## config.mk

```make
export PLATFORM = sky130hd
export DESIGN_NAME = restoring_divider
export DESIGN_NICKNAME = d
export VERILOG_FILES = /design/src/rtl/divider_pkg.sv /design/src/rtl/HexDriver.sv /design/src/rtl/restoring_divider_trial_subtractor.sv /design/src/rtl/restoring_divider.sv
export SDC_FILE = /design/constraint.sdc
export NUM_CORES = 1
export LEC_CHECK = 0
export BUFFER_PORTS_ARGS = -buffer_cell sky130_fd_sc_hd__buf_4
export CELL_PAD_IN_SITES_DETAIL_PLACEMENT = 1
export CELL_PAD_IN_SITES_GLOBAL_PLACEMENT = 2
export CORE_MARGIN = 3
export CORE_UTILIZATION = 33
export CTS_CLUSTER_SIZE = 25
export DETAILED_ROUTE_END_ITERATION = 7
export PLACE_DENSITY = 0.81
export SLEW_MARGIN = 20
export SYNTH_ARGS = -nofsm -noshare
export SYNTH_HDL_FRONTEND = slang
export SYNTH_HIERARCHICAL = 1
export SYNTH_SLANG_ARGS = --single-unit
```

## constraint.sdc

```tcl
create_clock -name Clk -period 2.9 [get_ports Clk]
set_input_delay 0.58 -clock Clk [delete_from_list [all_inputs] [get_ports Clk]]
set_output_delay 0.58 -clock Clk [all_outputs]
set_load 0.05 [all_outputs]
```

## src/rtl/divider_pkg.sv

```systemverilog
// Shared widths and FSM encoding for the restoring shift-subtract divider.
package divider_pkg;
    localparam int DIV_W = 8;
    localparam int ITER  = 8;

    typedef enum logic [1:0] {
        IDLE  = 2'd0,
        SHIFT = 2'd1,
        SUB   = 2'd2,
        DONE  = 2'd3
    } state_t;
endpackage

```

## src/rtl/HexDriver.sv

```systemverilog
// Nibble to active-low seven-segment pattern (gfedcba), purely combinational.
module HexDriver (
    input  logic [3:0] In0,
    output logic [6:0] Out0
);
    always_comb begin
        Out0 = 7'b1111111;
        case (In0)
            4'h0: Out0 = 7'b1000000;
            4'h1: Out0 = 7'b1111001;
            4'h2: Out0 = 7'b0100100;
            4'h3: Out0 = 7'b0110000;
            4'h4: Out0 = 7'b0011001;
            4'h5: Out0 = 7'b0010010;
            4'h6: Out0 = 7'b0000010;
            4'h7: Out0 = 7'b1111000;
            4'h8: Out0 = 7'b0000000;
            4'h9: Out0 = 7'b0010000;
            4'hA: Out0 = 7'b0001000;
            4'hB: Out0 = 7'b0000011;
            4'hC: Out0 = 7'b1000110;
            4'hD: Out0 = 7'b0100001;
            4'hE: Out0 = 7'b0000110;
            default: Out0 = 7'b0001110;
        endcase
    end
endmodule

```

## src/rtl/restoring_divider_trial_subtractor.sv

```systemverilog
// Combinational trial subtraction R9 - D at 10 bits; borrow set when D > R9.
// Zero latency; no handshake.
module trial_subtractor
    import divider_pkg::*;
(
    input  logic [DIV_W:0]   i_r9,
    input  logic [DIV_W-1:0] i_d,
    output logic [DIV_W:0]   o_diff,
    output logic             o_borrow
);
    logic [DIV_W+1:0] w_trial;

    assign w_trial  = {1'b0, i_r9} - {2'b00, i_d};
    assign o_diff   = w_trial[DIV_W:0];
    assign o_borrow = w_trial[DIV_W+1];
endmodule

```

## src/rtl/restoring_divider.sv

```systemverilog
// 8-bit unsigned restoring divider: quotient left in Q, remainder in R.
// 17 clocks from the Run sample to a valid result; one division per Run press.
module restoring_divider
    import divider_pkg::*;
(
    input  logic             Clk,
    input  logic             Reset,
    input  logic [DIV_W-1:0] S,
    input  logic             Run,
    input  logic             ClearA_LoadB,
    output logic [6:0]       AhexU,
    output logic [6:0]       AhexL,
    output logic [6:0]       BhexU,
    output logic [6:0]       BhexL,
    output logic [DIV_W-1:0] Aval,
    output logic [DIV_W-1:0] Bval,
    output logic             DivZero,
    output logic             Busy,
    output logic             shift,
    output logic             sub
);
    state_t           r_state, w_next;
    logic [DIV_W:0]   r_r9;
    logic [DIV_W-1:0] r_q, r_d;
    logic [2:0]       r_cnt;
    logic             r_divzero;
    logic [DIV_W:0]   w_diff;
    logic             w_borrow;

    trial_subtractor u_trial (
        .i_r9     (r_r9),
        .i_d      (r_d),
        .o_diff   (w_diff),
        .o_borrow (w_borrow)
    );

    always_ff @(posedge Clk) begin
        if (!Reset) r_state <= IDLE;
        else        r_state <= w_next;
    end

    always_comb begin
        w_next = r_state;
        case (r_state)
            IDLE:  if (!Run) w_next = SHIFT;
            SHIFT: w_next = SUB;
            SUB:   w_next = (r_cnt == 3'(ITER - 1)) ? DONE : SHIFT;
            DONE:  if (Run) w_next = IDLE;
            default: w_next = IDLE;
        endcase
    end

    // Run takes priority over load when both buttons are held in IDLE.
    always_ff @(posedge Clk) begin
        if (!Reset) begin
            r_r9      <= '0;
            r_q       <= '0;
            r_d       <= '0;
            r_cnt     <= '0;
            r_divzero <= 1'b0;
        end else begin
            case (r_state)
                IDLE: begin
                    if (!Run) begin
                        r_d       <= S;
                        r_r9      <= '0;
                        r_divzero <= (S == '0);
                        r_cnt     <= '0;
                    end else if (!ClearA_LoadB) begin
                        r_q       <= S;
                        r_r9      <= '0;
                        r_divzero <= 1'b0;
                    end
                end
                SHIFT: begin
                    r_r9 <= {r_r9[DIV_W-1:0], r_q[DIV_W-1]};
                    r_q  <= {r_q[DIV_W-2:0], 1'b0};
                end
                SUB: begin
                    if (!w_borrow) begin
                        r_r9   <= w_diff;
                        r_q[0] <= 1'b1;
                    end
                    r_cnt <= r_cnt + 3'd1;
                end
                default: ;
            endcase
        end
    end

    assign Aval    = r_r9[DIV_W-1:0];
    assign Bval    = r_q;
    assign DivZero = r_divzero;
    assign Busy    = (r_state == SHIFT) || (r_state == SUB);
    assign shift   = (r_state == SHIFT);
    assign sub     = (r_state == SUB);

    HexDriver u_hex_au (.In0(r_r9[7:4]), .Out0(AhexU));
    HexDriver u_hex_al (.In0(r_r9[3:0]), .Out0(AhexL));
    HexDriver u_hex_bu (.In0(r_q[7:4]),  .Out0(BhexU));
    HexDriver u_hex_bl (.In0(r_q[3:0]),  .Out0(BhexL));
endmodule
```

# Word-level counts from Yosys, hierarchy flattened
# Memory sizes are Yosys's and may differ from the RTL's. A register that Yosys moved wholly into a read port is not among the register bits.
# Index checks and enable logic that the tools add are counted.
# totals
reg_bits	31
rom_bits	448
input_bits	12
out_inout_bits	48
word_cells	61
memories	4
# memory_table
memory	words	width	read_ports	rd_clocked_by_memory_dff	write_ports	line_no	text
(no name shown)	16	7	1	1	0	HexDriver.sv:8	case (In0)
(no name shown)	16	7	1	1	0	HexDriver.sv:8	
(no name shown)	16	7	1	0	0	HexDriver.sv:8	
(no name shown)	16	7	1	1	0	HexDriver.sv:8	
# op_classes
n_addsub	2
eq_ne	11
n_mux	23
n_bitwise	1
reduce_logical	13
# op_table
op	count
2-to-1 mux 9 bit	3
one-hot mux 9 bit (3 select lines)	1
2-to-1 mux 4 bit	6
2-to-1 mux 8 bit	2
one-hot mux 7 bit (2 select lines)	1
inequality test 2 bit, second input constant	6
subtractor 9 x 8 -> 10 bit	1
zero test 8 bit	1
one-hot mux 2 bit (4 select lines)	1
AND reduction 2 bit	4
2-to-1 mux 2 bit	3
one-hot mux 3 bit (2 select lines)	1
AND reduction 3 bit	2
equality test 2 bit, second input constant	2
AND reduction 4 bit	1
nonzero test 2 bit	2
adder 3 x 1 -> 3 bit, second input constant	1
equality test 3 bit, second input constant	1
2-to-1 mux 1 bit	3
2-to-1 mux 3 bit	1
inequality test 3 bit, second input constant	1
one-hot mux 1 bit (3 select lines)	1
nonzero test 3 bit	1
equality test 2 x 1 -> 1 bit, second input constant	1
other kinds (3)	3

# Logic depth before layout (Yosys ltp)
# depth
depth_word	5
ltp_mapped	11
depth_no_buf	11

# Modules after synthesis
# Netlist, hierarchy kept.
# by_module_without_submodules
module	n_inst	cells_each	area_per_inst_um2	seq_area_each_um2
restoring_divider	1	189	1640.3	620.6
HexDriver	4	32	275.3	0.0
trial_subtractor	1	54	381.6	0.0

# Least setup slack after synthesis
# No wires, ideal clock.
# synth_timing
path_kind	flip-flop to output port
from	reg r_q[0], in the netlist Bval[0]
to	out BhexL[0]
arrival_time_ns	2.206
t_required_ns	2.320
slack_ns	0.114
path_stages_with_launch	4
path_cell_list	dfxtp_1 ha_1 mux2i_1 o21ai_0
# synth_via
elab_chain_cells	1
# synth_lines
item	line_no	text
from (decl)	restoring_divider.sv:24	logic [DIV_W-1:0] r_q, r_d;
from (signal assigned)	restoring_divider.sv:77	r_q <= {r_q[DIV_W-2:0], 1'b0};
memory (16 x 7 bit)	--	
to (decl)	restoring_divider.sv:14	output logic [6:0] BhexL,
# Every way passes these cells.

==> flow_summary.ini <==
[hold_path]
holdCritPathClass = flip-flop to flip-flop

[worst_setup_path]
worstPathRequired_ns = 2.32
critPathArrivalTime_ns = 2.09
crit_buf_inv = 3
worstSetupPathType = flip-flop to output pin
path_max_fanout = 10
critPathTopFamily = flip-flops
crit_slowest_cell = dfxtp_1
path_cells = inv_1 > ha_1 > inv_1 > mux4_1 > buf_4
critPathMostFrequentCell = inv_1
start_kind = flip-flop
end_kind = output pin
slowest_delay_ns = 0.55

[synth]
syn-mean-instance-area_sq_um = 8.42
synth_nets = 428
yosysWarnings = 6
yosys-top-cells-area = dfxtp_1 20%, ha_1 18%, mux2i_1 11%
synth_enable_flop_cells = 0
yosysMostFrequentCell = nand2_1
synth_top_area_frac = 0.199
yosys-top-cells-count = 61 x nand2_1, 44 x ha_1, 35 x mux2i_1, 31 x dfxtp_1, 29 x inv_1
ys.flop_type = dfxtp_1
async_flop_share = 0
yosysUniqueCellTypes = 44
synth_seq_cells = 31
yosysSeqAreaShare = 0.199
syn_inst = 371
synth_area_sq_um = 3120
yosys.area.top_type = dfxtp_1

[timing]
final_max_slew_viol_count = 0
finalClockSkew_ns = 0.00733
rsz0062_at_grt = no
max_slew.worst_pin.slew_ns = 0.677
relSlewSlack = 0.548
period_minus_slack_ns = 2.67
finalCritPeriodShare = 0.919
max_freq_ghz = 0.375
hold_ws_ns = 0.462
tns_ns = 0
hold_viol = 0
setup_viol_count_final = 0

[clock_network]
htree_levels = 2
clkLatencyLatePin_ns = 0.29
cts_num_sinks = 31
cts_tree = built
hold_buffers = 0
cts.clk_slew.worst_paths_ns = 0.08
post-cts-setup-buffers = 0
clk_path_buf_depth = 2
cts-resized-gates = 0
root_buffer = clkbuf_8
cts-buffers-inserted = 5

[detailed_routing]
route.detailed.vias_per_inst = 4.95
wire_per_inst_um = 14.4
drt-initial-drc-count = 103
ant_nets = 0
drc_errors = 0
wl_um = 7800
vias = 2685
firstDrtPassIters = 4

[floorplanning]
initial_core_util = 0.348
die_x_um = 103
pin_count = 60
coreArea_sq_um = 8980
dieArea_sq_um = 10700
fp-row-count = 34
die_height_um = 103

[power_and_ir_drop]
powerDensity_nw_per_um2 = 830
p_int_mw = 1.44
swShare = 0.529
p_seq_frac = 0.210
ir_drop_mv = 0.535
p_switching_mw = 1.62
clkPwrFrac = 0.130
pwr-share-comb = 0.660
p_leak_nw = 1.61

[global_route]
grt_max_degree = 30
grt_usage = 0.153
grt_pass1_vias = 2678
antenna_found_initial = 0
grt_pass1_wl_um = 13200
grt-ovfl-total = 0

[placement]
port_buffers = 59
placed_cell_area_sq_um = 3580
place.gp.congestion = 0.786
hpwlAfterDp_um = 5910

[cells_and_area]
antenna_cells = 0
drive_gt1_frac = 0.224
fin_area_sq_um = 3680
area_growth_pct = 17.9
nFillCells = 1085
nets = 472

[run]
cap_violations = 0

[outcome]
status = finished, final reports clean
-- cells in the final DEF, fill, tap and decap left out, types with 2 or more instances in the layout --
cell      synthesis  layout
dfxtp_1          31      31
buf_4             8      64
o21ai_0          13      13
nor2_1           26      26
nand3_1           4       4
mux2_2           12      12
a32o_1            4       4
and2_1            2       2
nor3_1            2       2
clkbuf_8          0       7
or3b_1            4       4
inv_1            29      29
a21oi_1          22      22
and2b_2           5       5
a21boi_0          3       3
mux2i_1          35      35
a22o_1           17      17
nand2b_1          2       2
mux4_1            4       4
xor2_1            3       3
nor4_1            2       2
nand2_1          61      61
ha_1             44      44
-- stage by stage --
stage,util,total power [mW],setup WS [ns],instances
finish,0.410,3.06,0.233,542
detailed placement,0.399,2.69,0.411,534
global route,0.410,3.28,0.0590,542
CTS,0.410,3.10,0.209,542
global placement,0.399,2.66,0.492,534
floorplan,-,2.19,0.114,371
-- power groups by stage --
stage          sequential, mW  clock (mW)  combinational [mW]
3_3_place_gp            0.647           0                2.01
5_1_grt                 0.662       0.432                2.19
6_report                0.641       0.397                2.02
2_1_floorplan           0.697           0                1.49
3_5_place_dp            0.651           0                2.04
4_1_cts                 0.643       0.411                2.04
-- routing by layer --
layer / global-route usage / routed length [um] / vias to the layer above
met3: 0.0262 / 265 / 7
met4: 0.0299 / 59 / 0
met5: 0 / 0 / -
li1: - / - / 1359
met2: 0.248 / 3580 / 42
met1: 0.215 / 3900 / 1277
-- cell type report --
| class | instances | area [sq um] | share of cell area |
|---|---|---|---|
| clock buffer | 7 | 96.3 | 0.0262 |
| inverter | 29 | 109 | 0.0296 |
| tap | 126 | 158 | 0.0428 |
| timing repair buffer | 64 | 480 | 0.131 |
| multi-input combinational | 284 | 2210 | 0.600 |
| sequential | 31 | 621 | 0.169 |
| clock inverter | 1 | 7.51 | 0.00204 |
-- flip-flops by register name, summed over array words and instances (netlist names) --
register,count
Bval,8
DivZero,1
r_cnt,3
r_d,8
r_r9,9
r_state,2
-- path summary, 6_finish.rpt --
check          start  endpoint  slack (ns)  cells past startpoint
max          r_r9[1]  AhexL[3]        0.23                      5
min           r_d[1]    r_d[1]        0.46                      2
max reg2reg  r_r9[4]   r_r9[5]        0.45                      8
min reg2reg   r_d[1]    r_d[1]        0.46                      2
-- logic make-up (layout without fill, tap and decap cells) --
group | after synthesis | after routing | share of synthesized area
muxes | 51 | 51 | 0.189
adders and majority gates | 45 | 45 | 0.183
AOI/OAI and AO/OA | 69 | 69 | 0.154
and+or+nand+nor | 115 | 115 | 0.171
buffers and inverters | 56 | 101 | 0.0937
DFF | 31 | 31 | 0.199
xor gates and xnor gates | 4 | 4 | 0.0112
-- worst min-delay path, delay by kind of cell (launching register included) --
family	cells	cell delay [ns]
DFF	1	0.31
and+or+nand+nor	1	0.05
AOI/OAI and AO/OA	1	0.05
Note: power is estimated with default switching activity, not from simulation.
